`config.mk`:
```
export PLATFORM = sky130hd
export DESIGN_NAME = job_launcher
export DESIGN_NICKNAME = d
export VERILOG_FILES = /design/src/rtl/job_launcher.sv
export SDC_FILE = /design/constraint.sdc
export NUM_CORES = 1
export LEC_CHECK = 0
export ABC_AREA = 1
export BUFFER_PORTS_ARGS = -buffer_cell sky130_fd_sc_hd__buf_2
export CORE_MARGIN = 10
export CORE_UTILIZATION = 42
export DETAILED_ROUTE_END_ITERATION = 16
export GPL_ROUTABILITY_DRIVEN = 0
export GPL_TIMING_DRIVEN = 0
export SLEW_MARGIN = 20
export SYNTH_ARGS = -nofsm -noshare
export SYNTH_HDL_FRONTEND = slang
export SYNTH_SLANG_ARGS = --single-unit
```
`constraint.sdc`:
```
create_clock -name clk -period 1.6 [get_ports clk]
set_input_delay 0.32 -clock clk [delete_from_list [all_inputs] [get_ports clk]]
set_output_delay 0.32 -clock clk [all_outputs]
set_load 0.05 [all_outputs]
```
`src/rtl/job_launcher.sv`:
```
// job_launcher: accepts a ten-word CSR descriptor and programs an accelerator
// over an AXI4-Lite master. It writes words 1..9 and then word 0, which holds
// the start bit. It then waits for a rising edge of compute_done, bounded by
// TIMEOUT_CYCLES, reads the status register and reports a 2-bit result code.
//
// Ports
//   clk, rst                    clock, synchronous active-high reset
//   job_valid/job_ready/job_desc descriptor handshake; word i at [32i+31:32i]
//   m_axi_aw*, m_axi_w*, m_axi_b* AXI4-Lite write channels (awprot=0, wstrb=F)
//   m_axi_ar*, m_axi_r*          AXI4-Lite read channels (arprot=0)
//   compute_done                 accelerator completion level
//   done_valid/done_ready/done_status result handshake
//                                (00 ok, 01 AXI error, 10 exception, 11 timeout)
//   busy                         high whenever not idle
module job_launcher #(
  parameter int unsigned ADDR_WIDTH     = 6,
  parameter int unsigned DATA_WIDTH     = 32,
  parameter int unsigned TIMEOUT_CYCLES = 1000000,
  parameter int unsigned STATUS_OFFSET  = 32'h28,
  parameter int unsigned EXC_BIT        = 2
) (
  input  logic                     clk,
  input  logic                     rst,
  input  logic                     job_valid,
  output logic                     job_ready,
  input  logic [10*DATA_WIDTH-1:0] job_desc,
  output logic [ADDR_WIDTH-1:0]    m_axi_awaddr,
  output logic [2:0]               m_axi_awprot,
  output logic                     m_axi_awvalid,
  input  logic                     m_axi_awready,
  output logic [DATA_WIDTH-1:0]    m_axi_wdata,
  output logic [DATA_WIDTH/8-1:0]  m_axi_wstrb,
  output logic                     m_axi_wvalid,
  input  logic                     m_axi_wready,
  input  logic [1:0]               m_axi_bresp,
  input  logic                     m_axi_bvalid,
  output logic                     m_axi_bready,
  output logic [ADDR_WIDTH-1:0]    m_axi_araddr,
  output logic [2:0]               m_axi_arprot,
  output logic                     m_axi_arvalid,
  input  logic                     m_axi_arready,
  input  logic [DATA_WIDTH-1:0]    m_axi_rdata,
  input  logic [1:0]               m_axi_rresp,
  input  logic                     m_axi_rvalid,
  output logic                     m_axi_rready,
  input  logic                     compute_done,
  output logic                     done_valid,
  output logic [1:0]               done_status,
  input  logic                     done_ready,
  output logic                     busy
);

  localparam int unsigned NUM_WORDS = 10;
  localparam int unsigned IDX_W     = 4;
  localparam int unsigned DESC_W    = NUM_WORDS * DATA_WIDTH;
  localparam int unsigned CNT_W     = (TIMEOUT_CYCLES > 2) ? $clog2(TIMEOUT_CYCLES) : 1;
  localparam logic [CNT_W-1:0] CNT_LIMIT = CNT_W'(TIMEOUT_CYCLES - 1);
  localparam logic [IDX_W-1:0] IDX_LAST  = IDX_W'(NUM_WORDS - 1);

  localparam logic [1:0] ST_OK  = 2'b00;
  localparam logic [1:0] ST_AXI = 2'b01;
  localparam logic [1:0] ST_EXC = 2'b10;
  localparam logic [1:0] ST_TMO = 2'b11;

  typedef enum logic [2:0] {
    IDLE,
    WADDR,
    WRESP,
    WAITDONE,
    RADDR,
    RDATA,
    REPORT
  } state_t;

  state_t                 state_q, state_d;
  logic [DESC_W-1:0]      desc_q, desc_d;
  logic [IDX_W-1:0]       idx_q, idx_d, idx_nxt;
  logic [CNT_W-1:0]       cnt_q, cnt_d;
  logic                   cd_prev_q;
  logic                   cd_edge;
  logic                   awvalid_q, awvalid_d;
  logic                   wvalid_q, wvalid_d;
  logic                   bready_q, bready_d;
  logic                   arvalid_q, arvalid_d;
  logic                   rready_q, rready_d;
  logic                   done_valid_q, done_valid_d;
  logic [1:0]             done_status_q, done_status_d;
  logic [ADDR_WIDTH-1:0]  awaddr_q, awaddr_d;
  logic [DATA_WIDTH-1:0]  wdata_q, wdata_d;

  // Only the exception bit of the status word is meaningful here.
  logic unused_rdata;
  assign unused_rdata = ^m_axi_rdata;

  // Byte address of CSR word i.
  function automatic logic [ADDR_WIDTH-1:0] addr_of(input logic [IDX_W-1:0] i);
    return ADDR_WIDTH'({i, 2'b00});
  endfunction

  // CSR word i of a descriptor.
  function automatic logic [DATA_WIDTH-1:0] word_of(input logic [DESC_W-1:0] d,
                                                    input logic [IDX_W-1:0]  i);
    return d[32'(i) * DATA_WIDTH +: DATA_WIDTH];
  endfunction

  // State and registered outputs.
  always_ff @(posedge clk) begin
    if (rst) begin
      state_q       <= IDLE;
      desc_q        <= '0;
      idx_q         <= IDX_W'(1);
      cnt_q         <= '0;
      cd_prev_q     <= 1'b0;
      awvalid_q     <= 1'b0;
      wvalid_q      <= 1'b0;
      bready_q      <= 1'b0;
      arvalid_q     <= 1'b0;
      rready_q      <= 1'b0;
      done_valid_q  <= 1'b0;
      done_status_q <= ST_OK;
      awaddr_q      <= '0;
      wdata_q       <= '0;
    end else begin
      state_q       <= state_d;
      desc_q        <= desc_d;
      idx_q         <= idx_d;
      cnt_q         <= cnt_d;
      cd_prev_q     <= compute_done;
      awvalid_q     <= awvalid_d;
      wvalid_q      <= wvalid_d;
      bready_q      <= bready_d;
      arvalid_q     <= arvalid_d;
      rready_q      <= rready_d;
      done_valid_q  <= done_valid_d;
      done_status_q <= done_status_d;
      awaddr_q      <= awaddr_d;
      wdata_q       <= wdata_d;
    end
  end

  // Sampled continuously so a level already high on entering WAITDONE never counts.
  assign cd_edge = compute_done && !cd_prev_q;

  // Word order 1..9 then 0: the start bit lives in word 0.
  assign idx_nxt = (idx_q == IDX_LAST) ? '0 : idx_q + IDX_W'(1);

  // Next-state and next-output logic.
  always_comb begin
    state_d       = state_q;
    desc_d        = desc_q;
    idx_d         = idx_q;
    cnt_d         = cnt_q;
    awvalid_d     = awvalid_q;
    wvalid_d      = wvalid_q;
    bready_d      = bready_q;
    arvalid_d     = arvalid_q;
    rready_d      = rready_q;
    done_valid_d  = done_valid_q;
    done_status_d = done_status_q;
    awaddr_d      = awaddr_q;
    wdata_d       = wdata_q;

    case (state_q)
      IDLE: begin
        if (job_valid) begin
          desc_d    = job_desc;
          idx_d     = IDX_W'(1);
          awvalid_d = 1'b1;
          wvalid_d  = 1'b1;
          awaddr_d  = addr_of(IDX_W'(1));
          wdata_d   = word_of(job_desc, IDX_W'(1));
          state_d   = WADDR;
        end
      end

      WADDR: begin
        // AW and W complete independently; move on once both are done.
        if (awvalid_q && m_axi_awready) awvalid_d = 1'b0;
        if (wvalid_q && m_axi_wready)   wvalid_d  = 1'b0;
        if (!awvalid_d && !wvalid_d) begin
          bready_d = 1'b1;
          state_d  = WRESP;
        end
      end

      WRESP: begin
        if (m_axi_bvalid) begin
          bready_d = 1'b0;
          if (m_axi_bresp != 2'b00) begin
            done_status_d = ST_AXI;
            done_valid_d  = 1'b1;
            state_d       = REPORT;
          end else if (idx_q != '0) begin
            idx_d     = idx_nxt;
            awvalid_d = 1'b1;
            wvalid_d  = 1'b1;
            awaddr_d  = addr_of(idx_nxt);
            wdata_d   = word_of(desc_q, idx_nxt);
            state_d   = WADDR;
          end else begin
            cnt_d   = '0;
            state_d = WAITDONE;
          end
        end
      end

      WAITDONE: begin
        cnt_d = cnt_q + CNT_W'(1);
        // An edge on the final counted cycle still wins over the timeout.
        if (cd_edge) begin
          arvalid_d = 1'b1;
          state_d   = RADDR;
        end else if (cnt_q == CNT_LIMIT) begin
          done_status_d = ST_TMO;
          done_valid_d  = 1'b1;
          state_d       = REPORT;
        end
      end

      RADDR: begin
        if (m_axi_arready) begin
          arvalid_d = 1'b0;
          rready_d  = 1'b1;
          state_d   = RDATA;
        end
      end

      RDATA: begin
        if (m_axi_rvalid) begin
          rready_d     = 1'b0;
          done_valid_d = 1'b1;
          state_d      = REPORT;
          if (m_axi_rresp != 2'b00)      done_status_d = ST_AXI;
          else if (m_axi_rdata[EXC_BIT]) done_status_d = ST_EXC;
          else                           done_status_d = ST_OK;
        end
      end

      REPORT: begin
        if (done_ready) begin
          done_valid_d = 1'b0;
          state_d      = IDLE;
        end
      end

      default: state_d = IDLE;
    endcase
  end

  assign job_ready     = (state_q == IDLE);
  assign busy          = (state_q != IDLE);
  assign m_axi_awaddr  = awaddr_q;
  assign m_axi_awprot  = 3'b000;
  assign m_axi_awvalid = awvalid_q;
  assign m_axi_wdata   = wdata_q;
  assign m_axi_wstrb   = '1;
  assign m_axi_wvalid  = wvalid_q;
  assign m_axi_bready  = bready_q;
  assign m_axi_araddr  = ADDR_WIDTH'(STATUS_OFFSET);
  assign m_axi_arprot  = 3'b000;
  assign m_axi_arvalid = arvalid_q;
  assign m_axi_rready  = rready_q;
  assign done_valid    = done_valid_q;
  assign done_status   = done_status_q;

endmodule

```
==> Word-level counts from Yosys, hierarchy flattened <==
Cells that the tools add are included.
{ "classes": {"addsub": 2, "n_reduce_logical": 30, "eq_ne": 22, "muxes": 65, "shifts": 1} }
{ "ops": {"columns": ["op", "count"], "rows": [
  ["$shiftx A320 B10 Y32", 1],
  ["$mux W32", 4],
  ["$pmux W32 S2", 1],
  ["$mux W20", 3],
  ["$pmux W20 S2", 1],
  ["$mux W3", 9],
  ["$ne A2 B2 Y1 const B", 13],
  ["$mux W6", 4],
  ["$pmux W3 S7", 1],
  ["$add A20 B1 Y20 const B", 1],
  ["$eq A20 B20 Y1 const B", 1],
  ["$mux W1", 20],
  ["$mux W4", 5],
  ["$mux W2", 8],
  ["$reduce_and A7 Y1", 2],
  ["$reduce_bool A2 Y1", 7],
  ["$pmux W6 S2", 1],
  ["$reduce_and A5 Y1", 2],
  ["$eq A3 B3 Y1 const B", 3],
  ["$reduce_and A3 Y1", 3],
  ["$reduce_bool A3 Y1", 3],
  ["$pmux W4 S2", 1],
  ["$reduce_bool A4 Y1", 2],
  ["$eq A3 B2 Y1 const B", 2],
  ["14 further kinds", 22]
]} }
{ "word_totals": {"ff_bits": 394, "output_inout_bits": 64, "input_bits": 366, "word_cells": 134} }

==> Logic depth before layout (Yosys ltp) <==
{ "logic_depth": {"depth_word": 7, "ltp_mapped": 12, "ltp_nobuf": 10} }

==> Least setup slack after synthesis <==
OpenSTA, ideal clock, no wires.
{ "synth_path": {"path_type": "register to register", "start": "register state_q[2]", "end": "register desc_q[175]", "t_required_ns": 1.530, "setup_ns": 0.070, "n_path_buf": 2, "stages_incl_launch_ff": 8, "path_slack_ns": -0.321, "arrival_ns": 1.851, "synth_period_minus_slack_ns": 1.921, "path_cell_list": "dfxtp_1 -> buf_4 -> nor2_4 -> nand2_2 -> inv_4 -> clkbuf_1 -> nand3_1 -> a21oi_1"} }
{ "synth_between": {"elab_chain_len": 2} }
{ "synth_rtl": {"columns": ["item", "line_no", "text"], "rows": [
  ["from (decl)", "75", "state_t state_q, state_d;"],
  ["from (signal assigned)", "124", "state_q <= state_d;"],
  ["$logic_not A3 Y1", null, null],
  ["named net job_ready", "25", "output logic job_ready,"],
  ["$reduce_and A2 Y1 (no line)", null, null],
  ["to (signal assigned)", "125", "desc_q <= desc_d;"],
  ["to (decl)", "76", "logic [DESC_W-1:0] desc_q, desc_d;"]
]} }
The timed path passes the listed nets, and every way through them passes these cells.
A chain may end at the register's enable or synchronous reset.

==> Worst setup path after layout <==
{ "layout_path": {"start": "register idx_q[0]", "end": "register wdata_q[9], in the netlist m_axi_wdata[9]"} }
{ "layout_between": {"elab_chain_len": 7, "elab_cells_between_ends": 11, "cone_classes": "1 x add/sub; 2 x eq/ne; 1 x shift; 5 x mux; 2 x reduce/logical"} }
{ "layout_rtl": {"columns": ["item", "line_no", "text"], "rows": [
  ["from (decl)", "77", "logic [IDX_W-1:0] idx_q, idx_d, idx_nxt;"],
  ["from (signal assigned)", "126", "idx_q <= idx_d;"],
  ["$add A4 B1 Y4 / $eq A4 B4 Y1 (equally long branches)", "145", "assign idx_nxt = (idx_q == IDX_LAST) ? '0 : idx_q + IDX_W'(1);"],
  ["$mux W4", "145", null],
  ["$shiftx A320 B10 Y32", "103", "return d[32'(i) * DATA_WIDTH +: DATA_WIDTH];"],
  ["$mux W32", "193", "end else if (idx_q != '0) begin"],
  ["$mux W32", "189", "if (m_axi_bresp != 2'b00) begin"],
  ["$mux W32", "187", "if (m_axi_bvalid) begin"],
  ["$pmux W32 S2", "163", "case (state_q)"],
  ["to (signal assigned)", "137", "wdata_q <= wdata_d;"],
  ["to (decl)", "89", "logic [DATA_WIDTH-1:0] wdata_q, wdata_d;"]
]} }
Several ways; a longest one is shown, not always the timed one. The select of a mux whose other input is x is not followed.

==> report_table.html <==
<table>
<tr><th>Metric</th><th>Value</th></tr>
<tr><th colspan="2">Run status</th></tr>
<tr><td>Result of the run</td><td>finished with violations</td></tr>
<tr><td>Violated checks</td><td>setup timing</td></tr>
<tr><th colspan="2">CTS</th></tr>
<tr><td>Reg clk slew, reported paths</td><td>0.07 ns</td></tr>
<tr><td>CTS tree</td><td>yes</td></tr>
<tr><td>Number of CTS-inserted buffers</td><td>44</td></tr>
<tr><td>Maximum level of the CTS H-tree</td><td>2</td></tr>
<tr><td>Num Clock Sinks</td><td>just under 400</td></tr>
<tr><td>Root buffer cell</td><td>clkbuf_16</td></tr>
<tr><td>Buffer depth of the longest clock path</td><td>3</td></tr>
<tr><td>Latest clock arrival within the worst-skew pair</td><td>slightly below 0.6 ns</td></tr>
<tr><th colspan="2">Worst setup path</th></tr>
<tr><td>Library cell appearing most often on the critical path</td><td>a21oi_2</td></tr>
<tr><td>Crit path largest cell delay</td><td>0.54 ns</td></tr>
<tr><td>Worst reg2reg path startpoint</td><td>idx_q[0]</td></tr>
<tr><td>Kind of start point of the critical path</td><td>flip-flop</td></tr>
<tr><td>Critical-path maximum fanout</td><td>10</td></tr>
<tr><td>Critical Path End Type</td><td>flip-flop</td></tr>
<tr><td>Cell chain of the critical path</td><td>buf_8 &gt; clkbuf_2 &gt; o21ai_0 &gt; nand3_1 &gt; a21oi_2 &gt; nand2_2 &gt; a21oi_2</td></tr>
<tr><td>Cell type of the slowest stage on the worst timing path</td><td>o21ai_0</td></tr>
<tr><td>Kind of critical path</td><td>reg -&gt; reg</td></tr>
<tr><td>Data required, critical path</td><td>2.11 ns</td></tr>
<tr><td>CP arrival</td><td>2.45 ns</td></tr>
<tr><td>Cell depth of the worst setup path</td><td>7</td></tr>
<tr><td>Start point of the critical path</td><td>idx_q[0]</td></tr>
<tr><td>Critical path's top delay family</td><td>compound AO/OA/AOI/OAI gates</td></tr>
<tr><td>Number of buffers and inverters on the critical path</td><td>2</td></tr>
<tr><td>Length in cells of the worst reg-to-reg path</td><td>7</td></tr>
<tr><th colspan="2">GRT</th></tr>
<tr><td>Total Routing Usage GR</td><td>29.5%</td></tr>
<tr><td>Via count of the first global-routing pass</td><td>21,551</td></tr>
<tr><td>First-pass GRT wire length</td><td>123 mm</td></tr>
<tr><td>Maximum number of pins on one net before global-route repair</td><td>16</td></tr>
<tr><td>Antenna violations before repair</td><td>3</td></tr>
<tr><td>Aggregate global routing overflow</td><td>0</td></tr>
<tr><th colspan="2">Job</th></tr>
<tr><td>Maximum Capacitance Violations</td><td>0</td></tr>
<tr><th colspan="2">STA</th></tr>
<tr><td>Fin crit share</td><td>121%</td></tr>
<tr><td>Post-Route Skew</td><td>0.0257 ns</td></tr>
<tr><td>Hold Fails Final Rpt</td><td>0</td></tr>
<tr><td>Setup-failing EPs final</td><td>367</td></tr>
<tr><td>Final WS setup</td><td>-0.341 ns</td></tr>
<tr><td>Worst max-slew margin expressed relative to the limit</td><td>between 40% and 50%</td></tr>
<tr><td>Total negative slack for setup checks</td><td>-42.91 ns</td></tr>
<tr><td>Unrepaired setup endpoints after global routing</td><td>true</td></tr>
<tr><td>Transition time of the tightest slew-check pin</td><td>0.836 ns</td></tr>
<tr><td>Tmin final</td><td>1.94 ns</td></tr>
<tr><td>Slew Viols, Final</td><td>0</td></tr>
<tr><td>Max Clock Freq</td><td>515 MHz</td></tr>
<tr><th colspan="2">Detailed routing</th></tr>
<tr><td>Antenna-violating nets left</td><td>0</td></tr>
<tr><td>Initial DRC count</td><td>between 1,500 and 2,000</td></tr>
<tr><td>Router iterations before antenna repair</td><td>6</td></tr>
<tr><td>Detailed-route wire length per cell</td><td>20.7 um</td></tr>
<tr><td>Residual DRC</td><td>0</td></tr>
<tr><td>Detailed-route via count</td><td>22,187</td></tr>
<tr><td>Mean number of vias per cell</td><td>5.39</td></tr>
<tr><td>Total Wirelength</td><td>85.2 mm</td></tr>
<tr><th colspan="2">Min path</th></tr>
<tr><td>Worst min path class</td><td>in -&gt; reg</td></tr>
<tr><td>Hold Crit Depth</td><td>3</td></tr>
<tr><td>Start point of the worst hold path</td><td>job_desc[244]</td></tr>
<tr><th colspan="2">Placement</th></tr>
<tr><td>Buffers added on ports</td><td>378</td></tr>
<tr><td>Placed cell area</td><td>22,000 um2</td></tr>
<tr><td>Total half-perimeter wirelength after legalization and detailed placement</td><td>between 60 and 70 mm</td></tr>
<tr><th colspan="2">Finish</th></tr>
<tr><td>Nets@finish</td><td>between 3,000 and 4,000</td></tr>
<tr><td>Share of layout cells above drive strength 1</td><td>30.1%</td></tr>
<tr><td>Final Instance Area</td><td>about 28,000 um2</td></tr>
<tr><td>Area Overhead vs Synth</td><td>43.7%</td></tr>
<tr><th colspan="2">Power and ir drop</th></tr>
<tr><td>Net switching share of the total power</td><td>46.4%</td></tr>
<tr><td>Logic pwr share</td><td>60.7%</td></tr>
<tr><td>Pwr dens</td><td>2180 nW/um2</td></tr>
<tr><td>Leakage dissipation</td><td>approximately 12 nW</td></tr>
<tr><td>Power consumption</td><td>around 0.060 W</td></tr>
<tr><td>Highest ir drop seen on vdd</td><td>1.32 mV</td></tr>
<tr><td>Portion of total power attributed to the clock network</td><td>17.3%</td></tr>
<tr><td>Net Switching</td><td>0.0280 W</td></tr>
<tr><td>Sequential share of power</td><td>22.0%</td></tr>
<tr><td>Internal Dissipation</td><td>0.0323 W</td></tr>
<tr><th colspan="2">Floorplanning</th></tr>
<tr><td>Die Outline Area</td><td>~55,000 um2</td></tr>
<tr><td>FP Rows</td><td>78</td></tr>
<tr><td>DIE HEIGHT</td><td>around 230 um</td></tr>
<tr><td>Horiz. Die Dim</td><td>234 um</td></tr>
<tr><td>Starting Density</td><td>42.4%</td></tr>
<tr><td>I/O pins</td><td>430</td></tr>
<tr><td>Core region area</td><td>45,400 um2</td></tr>
<tr><th colspan="2">Yosys</th></tr>
<tr><td>Unique masters post-synth</td><td>34</td></tr>
<tr><td>Area share of the largest cell type after synthesis</td><td>roughly two fifths</td></tr>
<tr><td>Synthesis-stage register bit count</td><td>389</td></tr>
<tr><td>Yosys warnings</td><td>0</td></tr>
<tr><td>Cell area after technology mapping</td><td>19,200 um2</td></tr>
<tr><td>Cell type contributing the most total cell area after synthesis</td><td>dfxtp_1</td></tr>
<tr><td>Biggest area contributors in the synthesized netlist</td><td>dfxtp_1 (40%), nand2_1 (13%), a21oi_1 (11%), nand3_1 (10%), inv_1 (5.8%)</td></tr>
<tr><td>Sequential fraction of the synthesis area</td><td>40.5%</td></tr>
<tr><td>Mean cell area of the mapped netlist</td><td>6.60 um2</td></tr>
<tr><td>Number of standard cells after synthesis</td><td>approximately 2,900</td></tr>
</table>
flip-flops by register name (all words and copies together) (netlist names):
signal,flops
cd_prev_q,1
done_status,2
m_axi_wdata,32
idx_q,3
cnt_q,20
m_axi_awaddr,2
m_axi_wvalid,1
m_axi_arvalid,1
m_axi_rready,1
state_q,3
desc_q,320
done_valid,1
m_axi_awvalid,1
m_axi_bready,1
worst register-to-register path, delay by kind of cell, from the launching register on:
kind,cells,cell delay [ns]
simple gates,2,0.27
flops,1,0.34
compound gates,3,0.84
buf+inv,2,0.40
synth_stat cells (all sizes together):
cell type    n
conb         2
o21a        31
o21bai       1
ha           1
or2          5
dfxtp      389
nand3      390
nand4       10
a21o         1
xor2         1
o21ai      210
clkbuf     105
o211ai       1
nor3         6
and2         1
a31o         1
nor2       178
inv        309
a21oi      425
nand3b       4
buf        142
nand2      679
a21boi      23
cells by family after synthesis:
logic type,synth area share (%)
simple gates,28.0
compound gates,18.8
buf+inv,12.7
flops,40.5
other cells,0.0390
xor+xnor,0.0455
fa+ha+maj,0.0650
per-stage QoR:
stage | setup WS (ns) | utilization, % | hold WS (ns) | cells
6_report | -0.341 | 60.9 | 0.00171 | 4113
5_1_grt | -0.327 | 60.9 | 0.0238 | 4113
4_1_cts | -0.327 | 59.8 | 0.000150 | 4103
3_5_place_dp | -0.807 | 48.4 | 0.439 | 3909
2_1_floorplan | 0.0358 | - | 0.424 | 2931
3_3_place_gp | -0.803 | 48.4 | 0.435 | 3909
final timing paths:
kind	endpoint	slack, ns
setup / recovery	m_axi_wdata[9]	-0.34
hold / removal	desc_q[244]	0.002
setup reg to reg	m_axi_wdata[9]	-0.34
hold reg to reg	desc_q[313]	0.45
layout make-up:
class	instances	area [um2]
Buffer	243	2120
Clock buffer	61	1280
Inverter	309	1180
Antenna cell	3	7.51
Clock inverter	16	193
Fill cell	4207	17700
Multi-Input combinational cell	1987	10600
Tap cell	600	751
Sequential cell	389	7800
Timing Repair Buffer	505	3730
power by group through the flow:
| stage | clock network, W | logic, W | registers (W) |
|---|---|---|---|
| floorplan | 0 | 0.0156 | 0.0148 |
| detailed placement | 0 | 0.0250 | 0.0133 |
| finish | 0.0105 | 0.0366 | 0.0133 |
| CTS | 0.0105 | 0.0345 | 0.0132 |
| global placement | 0 | 0.0247 | 0.0133 |
| global route | 0.0109 | 0.0388 | 0.0135 |
cells in the final DEF, fill, tap and decap left out, types with 12 or more instances in the layout:
master / instances
nand2_1: 624
buf_2: 391
dfxtp_1: 381
a21oi_1: 331
nand3_1: 326
inv_1: 297
nor2_1: 158
a21oi_2: 94
buf_4: 85
clkbuf_1: 72
o21ai_2: 69
o21ai_0: 69
o21ai_1: 65
clkbuf_16: 54
nand3_2: 50
dlygate4sd3_1: 43
buf_6: 41
nand2_2: 41
buf_8: 30
clkbuf_2: 22
o21a_1: 22
buf_12: 20
conb_1: 18
buf_16: 18
clkbuf_8: 15
nand3_4: 15
nor2_4: 12
nand2_4: 12
per-layer routing:
layer / wire length, um / global-route usage, %
met3: 7170 / 6.06
met4: 4400 / 13.4
met2: 40200 / 49.8
met5: 0 / 0
met1: 33500 / 35.7
timing repair:
item / in CTS / in global routing
hold buffers: 43 / 0
hold endpoints to repair: 43 / 0
pin swaps: 68 / 14
gates resized for setup: 668 / 183
setup endpoints to repair: 392 / 390
gates cloned: 36 / 2
setup buffers: 39 / 9
(Power assumes the default switching activity.)
